--- src/rtl/spi_slave_ctrl.sv ---
// SPI slave front-end: decodes SS_n-framed MOSI command words for the RAM side
// and serialises RAM read data back out on MISO.
module spi_slave_ctrl #(
  parameter int unsigned FRAME_W = 10,
  parameter int unsigned DATA_W  = 8
) (
  input  logic               clk,
  input  logic               rst_n,
  input  logic               SS_n,
  input  logic               MOSI,
  output logic               MISO,
  output logic [FRAME_W-1:0] rx_data,
  output logic               rx_valid,
  input  logic [DATA_W-1:0]  tx_data,
  input  logic               tx_valid
);

  localparam int unsigned      CNT_W    = 4;
  localparam logic [CNT_W-1:0] RX_LAST  = CNT_W'(FRAME_W - 1);
  localparam logic [CNT_W-1:0] TX_LAST  = CNT_W'(DATA_W - 1);

  typedef enum logic [2:0] {
    S_IDLE, S_CHK_CMD, S_WRITE, S_READ_ADD, S_READ_DATA
  } state_t;

  typedef enum logic [1:0] {
    TX_WAIT, TX_SHIFT, TX_FLUSH, TX_DONE
  } tx_ph_t;

  state_t             r_state;
  tx_ph_t             r_tx_ph;
  logic [CNT_W-1:0]   r_bit_cnt;
  logic [FRAME_W-2:0] r_rx_sr;
  logic [FRAME_W-1:0] r_rx_data;
  logic               r_rx_valid;
  logic               r_frame_done;
  logic               r_rd_addr_done;
  logic [DATA_W-1:0]  r_tx_sr;
  logic               r_miso;

  logic w_abort;
  logic w_tx_phase;

  assign w_abort    = SS_n && (r_state != S_IDLE);
  // Transmit side only wakes up once the rx_valid cycle of a READ_DATA frame is over
  assign w_tx_phase = (r_state == S_READ_DATA) && r_frame_done && !r_rx_valid;

  assign MISO     = r_miso;
  assign rx_data  = r_rx_data;
  assign rx_valid = r_rx_valid;

  always_ff @(posedge clk) begin
    if (!rst_n) begin
      r_state        <= S_IDLE;
      r_tx_ph        <= TX_WAIT;
      r_bit_cnt      <= '0;
      r_rx_sr        <= '0;
      r_rx_data      <= '0;
      r_rx_valid     <= 1'b0;
      r_frame_done   <= 1'b0;
      r_rd_addr_done <= 1'b0;
      r_tx_sr        <= '0;
      r_miso         <= 1'b0;
    end else begin
      r_rx_valid <= 1'b0;
      if (w_abort) begin
        // Partial frames are dropped; a finished read-data shift still clears the flag
        r_state   <= S_IDLE;
        r_bit_cnt <= '0;
        r_miso    <= 1'b0;
        if (r_state == S_READ_DATA && r_tx_ph == TX_FLUSH) begin
          r_rd_addr_done <= 1'b0;
        end
      end else begin
        case (r_state)
          S_IDLE: begin
            if (!SS_n) begin
              r_state      <= S_CHK_CMD;
              r_bit_cnt    <= '0;
              r_frame_done <= 1'b0;
              r_tx_ph      <= TX_WAIT;
            end
          end
          S_CHK_CMD: begin
            r_rx_sr   <= {r_rx_sr[FRAME_W-3:0], MOSI};
            r_bit_cnt <= CNT_W'(1);
            if (!MOSI) begin
              r_state <= S_WRITE;
            end else if (r_rd_addr_done) begin
              r_state <= S_READ_DATA;
            end else begin
              r_state <= S_READ_ADD;
            end
          end
          S_WRITE, S_READ_ADD, S_READ_DATA: begin
            if (!r_frame_done) begin
              if (r_bit_cnt == RX_LAST) begin
                r_rx_data    <= {r_rx_sr, MOSI};
                r_rx_valid   <= 1'b1;
                r_frame_done <= 1'b1;
                r_bit_cnt    <= '0;
                if (r_state == S_READ_ADD) begin
                  r_rd_addr_done <= 1'b1;
                end
              end else begin
                r_rx_sr   <= {r_rx_sr[FRAME_W-3:0], MOSI};
                r_bit_cnt <= r_bit_cnt + CNT_W'(1);
              end
            end else if (w_tx_phase) begin
              case (r_tx_ph)
                TX_WAIT: begin
                  if (tx_valid) begin
                    r_tx_sr <= tx_data;
                    r_tx_ph <= TX_SHIFT;
                  end
                end
                TX_SHIFT: begin
                  r_miso  <= r_tx_sr[DATA_W-1];
                  r_tx_sr <= {r_tx_sr[DATA_W-2:0], 1'b0};
                  if (r_bit_cnt == TX_LAST) begin
                    r_tx_ph <= TX_FLUSH;
                  end else begin
                    r_bit_cnt <= r_bit_cnt + CNT_W'(1);
                  end
                end
                TX_FLUSH: begin
                  r_miso         <= 1'b0;
                  r_rd_addr_done <= 1'b0;
                  r_tx_ph        <= TX_DONE;
                end
                default: begin
                  r_tx_ph <= TX_DONE;
                end
              endcase
            end
          end
          default: begin
            r_state <= S_IDLE;
          end
        endcase
      end
    end
  end

endmodule

--- config.mk ---
export PLATFORM = sky130hd
export DESIGN_NAME = spi_slave_ctrl
export DESIGN_NICKNAME = d
export VERILOG_FILES = /design/src/rtl/spi_slave_ctrl.sv
export SDC_FILE = /design/constraint.sdc
export NUM_CORES = 1
export LEC_CHECK = 0
export ABC_CLOCK_PERIOD_IN_PS = 2100
export CORE_MARGIN = 4
export CORE_UTILIZATION = 55
export DETAILED_ROUTE_END_ITERATION = 8
export GPL_TIMING_DRIVEN = 1
export PLACE_DENSITY = 0.89
export REMOVE_ABC_BUFFERS = 1
export SLEW_MARGIN = 20
export SYNTH_ARGS = -nofsm -noshare
export SYNTH_HDL_FRONTEND = slang
export SYNTH_SLANG_ARGS = --single-unit
--- constraint.sdc ---
create_clock -name clk -period 2.1 [get_ports clk]
set_input_delay 0.42 -clock clk [delete_from_list [all_inputs] [get_ports clk]]
set_output_delay 0.42 -clock clk [all_outputs]
set_load 0.01 [all_outputs]
After elaboration in Yosys (flattened, before gate mapping)
Cells that the tools add are included.
W data, S select, Z words.
{"block": "classes", "n_addsub": 1, "eq_ne": 22, "muxes": 36, "bitwise_logic": 4, "reduce_logical": 28}
{"cell": "$mux W4", "n": 6}
{"cell": "$mux W9", "n": 2}
{"cell": "$pmux W9 S2", "n": 1}
{"cell": "$pmux W8 S2", "n": 1}
{"cell": "$ne A3 B3 Y1 const B", "n": 5}
{"cell": "$ne A2 B2 Y1 const B", "n": 6}
{"cell": "$pmux W4 S3", "n": 1}
{"cell": "$reduce_and A4 Y1", "n": 3}
{"cell": "$reduce_and A6 Y1", "n": 2}
{"cell": "$reduce_bool A3 Y1", "n": 4}
{"cell": "$mux W1", "n": 11}
{"cell": "$mux W2", "n": 5}
{"cell": "$reduce_bool A2 Y1", "n": 5}
{"cell": "$mux W3", "n": 3}
{"cell": "$pmux W3 S3", "n": 1}
{"cell": "$mux W8", "n": 1}
{"cell": "$pmux W2 S2", "n": 2}
{"cell": "$reduce_and A7 Y1", "n": 1}
{"cell": "$eq A3 B2 Y1 const B", "n": 2}
{"cell": "$ne A3 B1 Y1 const B", "n": 2}
{"cell": "$reduce_and A5 Y1", "n": 1}
{"cell": "$add A4 B1 Y4 const B", "n": 1}
{"cell": "$eq A4 B3 Y1 const B", "n": 1}
{"cell": "$eq A4 B4 Y1 const B", "n": 1}
{"cell": "other kinds (16)", "n": 23}
{"block": "word_totals", "regBits": 40, "input_bits": 13, "out_inout_bits": 12, "elab_cells": 101}

Logic depth before layout (Yosys ltp)
{"block": "depth", "ltp_word": 7, "ltp_mapped": 7, "ltp_nobuf": 6}

Worst setup path after synthesis
No wires, ideal clock.
{"block": "synth_timing", "kind": "flip-flop to flip-flop", "startpoint": "reg r_tx_ph[1]", "endpoint": "reg r_bit_cnt[3]", "setup_ps": 92, "arrival_ps": 1717, "required_time_ps": 2008, "setup_slack_ps": 291, "path_stages_with_launch": 7, "path_buffers": 1, "period_less_slack_ps": 1809, "cell_sequence": "dfxtp_1 inv_1 ha_1 buf_1 nand4_1 a31o_2 o32ai_1"}
{"block": "synth_between", "elab_chain_len": 3}
{"item": "from (decl)", "line": "31", "text": "tx_ph_t r_tx_ph;"}
{"item": "from (signal assigned)", "line": "55", "text": "r_tx_ph <= TX_WAIT;"}
{"item": "from (signal assigned)", "line": "81", "text": "r_tx_ph <= TX_WAIT;"}
{"item": "from (signal assigned)", "line": "114", "text": "r_tx_ph <= TX_SHIFT;"}
{"item": "$eq A2 B1 Y1", "line": "110", "text": "case (r_tx_ph)"}
{"item": "$ne A3 B3 Y1 (no source line)"}
{"item": "$reduce_and A5 Y1 (no source line)"}
{"item": "to (signal assigned)", "line": "107", "text": "r_bit_cnt <= r_bit_cnt + CNT_W'(1);"}
{"item": "to (signal assigned)", "line": "123", "text": "r_bit_cnt <= r_bit_cnt + CNT_W'(1);"}
{"item": "to (decl)", "line": "32", "text": "logic [CNT_W-1:0] r_bit_cnt;"}
Every way passes these cells.
A chain may end at the register's enable or synchronous reset.

Worst setup path in the final report
{"block": "layout_timing", "startpoint": "reg r_state[1]", "endpoint": "reg r_tx_sr[3]"}
{"block": "layout_between", "elab_chain_len": 4, "elab_cells_between_ends": 10, "cone_classes": "eq/ne (3); bitwise (1); reduce/logical (6)"}
{"item": "from (decl)", "line": "30", "text": "state_t r_state;"}
{"item": "from (signal assigned)", "line": "54", "text": "r_state <= S_IDLE;"}
{"item": "from (signal assigned)", "line": "68", "text": "r_state <= S_IDLE;"}
{"item": "from (signal assigned)", "line": "78", "text": "r_state <= S_CHK_CMD;"}
{"item": "$eq A3 B3 Y1 or $reduce_bool A3 Y1 (tied branches)", "line": "46, 75, 44"}
{"item": "$logic_and A1 B1 Y1, on equally long branches", "line": "46, 44"}
{"item": "$logic_and A1 B1 Y1 or $not A1 Y1 (tied branches)"}
{"item": "$reduce_and A6 Y1 (no source line) *"}
{"item": "to (signal assigned)", "line": "113", "text": "r_tx_sr <= tx_data;"}
{"item": "to (signal assigned)", "line": "119", "text": "r_tx_sr <= {r_tx_sr[DATA_W-2:0], 1'b0};"}
{"item": "to (decl)", "line": "38", "text": "logic [DATA_W-1:0] r_tx_sr;"}
Mark *: on every way between the ends. The rest lies on a longest branch, timed or not.

==> results.ini <==
[status]
status = finished clean

[sta]
grt_setup_unrepaired = no
final_min_period_over_clock_period_pct = 94.74
timing.clock.skew_ns = 0.006083
setup_viol = 0
report.final.slew_viol_count = 0
setup_ws_ns = 0.1105
timing.final.hold_violations = 0
fmaxAchievable_mhz = 502.6
final.min_clock_period_ns = 1.990
worst_slew_margin_rel_pct = 69.60
worst_slew_pin_slew_ns = 0.4512

[clock_tree]
cts_resized = 0
cts_hold_buf = 0
tritoncts_num_sinks = 40
cts_htree_levels = 2
ctsLongestPathBuffers = 2
clock_insertion_delay_worst_skew_ns = 0.30
tritoncts = built
clk_transition_reported_paths_ns = 0.08
cts.repair_timing.setup_buffer_count = 0
cts_root_buffer = clkbuf_8
cts_buffers = 5

[global_routing]
grt-ovfl-total = 0
number_of_global_route_vias_before_repair = 1718
globalRouteTotalUtil_pct = 23.00
grt_first_pass_wirelength_um = 7990
largest_net_degree_at_the_start_of_global_routing = 19
antenna_found_initial = 0

[drt]
highest_layer = met4
num_vias = 1794
drc = 0
post_drt_via_cell_ratio = 6.000
ant_nets = 0
drt-met1-wl_um = 2161
detailroute.wirelength.met2_um = 2374
detailedRoute.firstPassIterationCount = 4
detailedRoute.firstIterationViolations = 207
route.detailed.wl_per_inst_um = 16.32
route.met3.wl_um = 283
finalWirelength_um = 4881

[yosys]
synthesis.instances = 220
yosys_warnings = 0
yosys_register_bits = 40
synth_largest_type_area_fraction_pct = 39.43
synthesis.area_per_instance_um2 = 9.230
yosys.cell_types.count = 42
yosysTopAreaCell = dfxtp_1
synth.cell_area_um2 = 2031
synth.yosys.seq_area_share_pct = 39.43
synthTopCellsByArea = dfxtp_1 39%, mux2i_1 12%, nor2_1 4.3%, a21oi_1 3.9%, o211ai_1 3.3%

[setup_path]
crit_family = simple AND/OR/NAND/NOR gates
worst-r2r-setup-slack_ns = 0.11
cpPeakStageDelay_ns = 0.54
endpoint_class_of_the_critical_path = flip-flop
cp.required_ns = 2.30
criticalPathCategory = flip-flop to flip-flop
critical_path_arrival_ns = 2.19
critPathSlowestCell = or3b_1
setup.worst_path.start_class = flip-flop
timing.critical_path.buf_inv = 1
reg2regPathDepth = 5
worst_path_cell_chain = or3b_1 > nor4_4 > buf_4 > nor2_1 > a211oi_1
path_depth = 5
critical_path.max_fanout = 10

[floorplan]
core-area_um2 = 3442
io_pins = 25
initial_core_util_pct = 59.00
die-width_um = 68.77
die-height_um = 68.77
fp-row-count = 21
dieArea_um2 = 4729

[worst_hold_path]
hold_class = flip-flop to flip-flop
holdPathStages = 2

[place]
numPortBuffers = 24
place_ws_ns = -0.05244
hpwlAfterDp_um = 3408
globalplace.congestion = 0.9267

[final_layout]
utilization_pct = 72.56
final_common_cell = dfxtp_1
synthToLayoutAreaGrowth_pct = 22.98
final_cell_mix = 40 x dfxtp_1, 24 x mux2i_1, 24 x clkdlybuf4s50_1
final_nets = 270
layout-drive-gt1-share_pct = 13.04
n_antenna_cell = 0

[pwr]
power_per_cell_area_nw_per_um2 = 632.5
vdd_drop_max_uv = 563.1
power_leakage_nw = 0.8386

[run]
drv_cap = 0

## sequential cells by signal (all words and copies together), names as in the netlist
signal	cells
rx_data	10
r_rx_sr	9
r_tx_sr	8
r_bit_cnt	4
r_state	3
r_tx_ph	2
MISO	1
r_frame_done	1
r_rd_addr_done	1
rx_valid	1
## layout make-up
class	instances	area, um^2
Multi-Input combinational cell	158	1124
Clock buffer	5	68.82
Tap cell	46	57.56
Inverter	7	26.28
Sequential cell	40	800.8
Timing Repair Buffer	40	372.9
Clock inverter	3	47.55
Fill cell	248	944.7
## synth_stat cells
library cell,count
a311oi_1,2
inv_1,7
clkbuf_1,9
nand3b_1,4
nand4_1,5
a31oi_1,1
and3_1,2
or3b_1,1
o22ai_1,1
nor2b_1,4
buf_6,3
nor2_1,23
ha_1,5
and3b_1,1
nand2_1,9
a41oi_1,1
buf_2,1
dfxtp_1,40
nand4b_1,3
a211oi_1,6
nor4_4,1
o32ai_1,1
nand3_1,12
nor3b_1,2
o211ai_1,9
mux2i_1,24
nand2b_1,3
a2111oi_4,1
o41ai_1,1
o21ai_0,4
a211oi_2,4
o311ai_0,2
a31o_2,1
a21oi_1,16
o31ai_1,1
buf_1,2
and2_1,2
nor4b_1,1
nor4bb_1,1
nor3_1,2
a2111oi_2,1
or2_2,1
## power by group
group	total [W]	internal [W]	switching, W
clock network	0.000652	0.000358	0.000294
logic	0.000154	0.0000659	0.0000883
registers	0.000773	0.000764	0.00000890
## worst min-delay path: stages (launching register included)
cell and delay [ns]:
dfxtp_1 0.33, mux2i_1 0.06, nor2_1 0.07
## worst paths after layout
path                    from         end
hold / removal    rx_data[0]  rx_data[0]
setup / recovery  r_state[1]  r_tx_sr[3]
setup reg to reg  r_state[1]  r_tx_sr[3]
hold reg to reg   rx_data[0]  rx_data[0]
## through the flow
step                instances  hold WS [ns]  instance area [um^2]  total power [W]  setup TNS, ns
finish                    299        0.4973                  2497         0.001580              0
global route              299        0.5126                  2497         0.001640              0
CTS                       299        0.5002                  2497         0.001584              0
detailed placement        291        0.4794                  2381        0.0009408        -0.2386
global placement          291        0.4575                  2381        0.0009378              0
floorplan                 205        0.4476                  1951        0.0008711         -1.036
## routing by layer
layer | vias to the layer above | global-route usage [%]
li1 | 878 | -
met1 | 841 | 29.27
met2 | 69 | 37.19
met3 | 6 | 5.673
met4 | 0 | 9.246
met5 | - | 0
## cells by family (layout without fill, tap and decap cells)
| kind of cell | count (synthesis) | count (layout) | share of synthesized area, % |
|---|---|---|---|
| DFF | 40 | 40 | 39.43 |
| muxes | 24 | 24 | 11.83 |
| AOI/OAI and AO/OA | 52 | 52 | 19.47 |
| buffers and inverters | 22 | 55 | 5.237 |
| and+or+nand+nor | 77 | 77 | 20.95 |
| adders and majority gates | 5 | 5 | 3.081 |
Power figures use the tool's default switching activity.
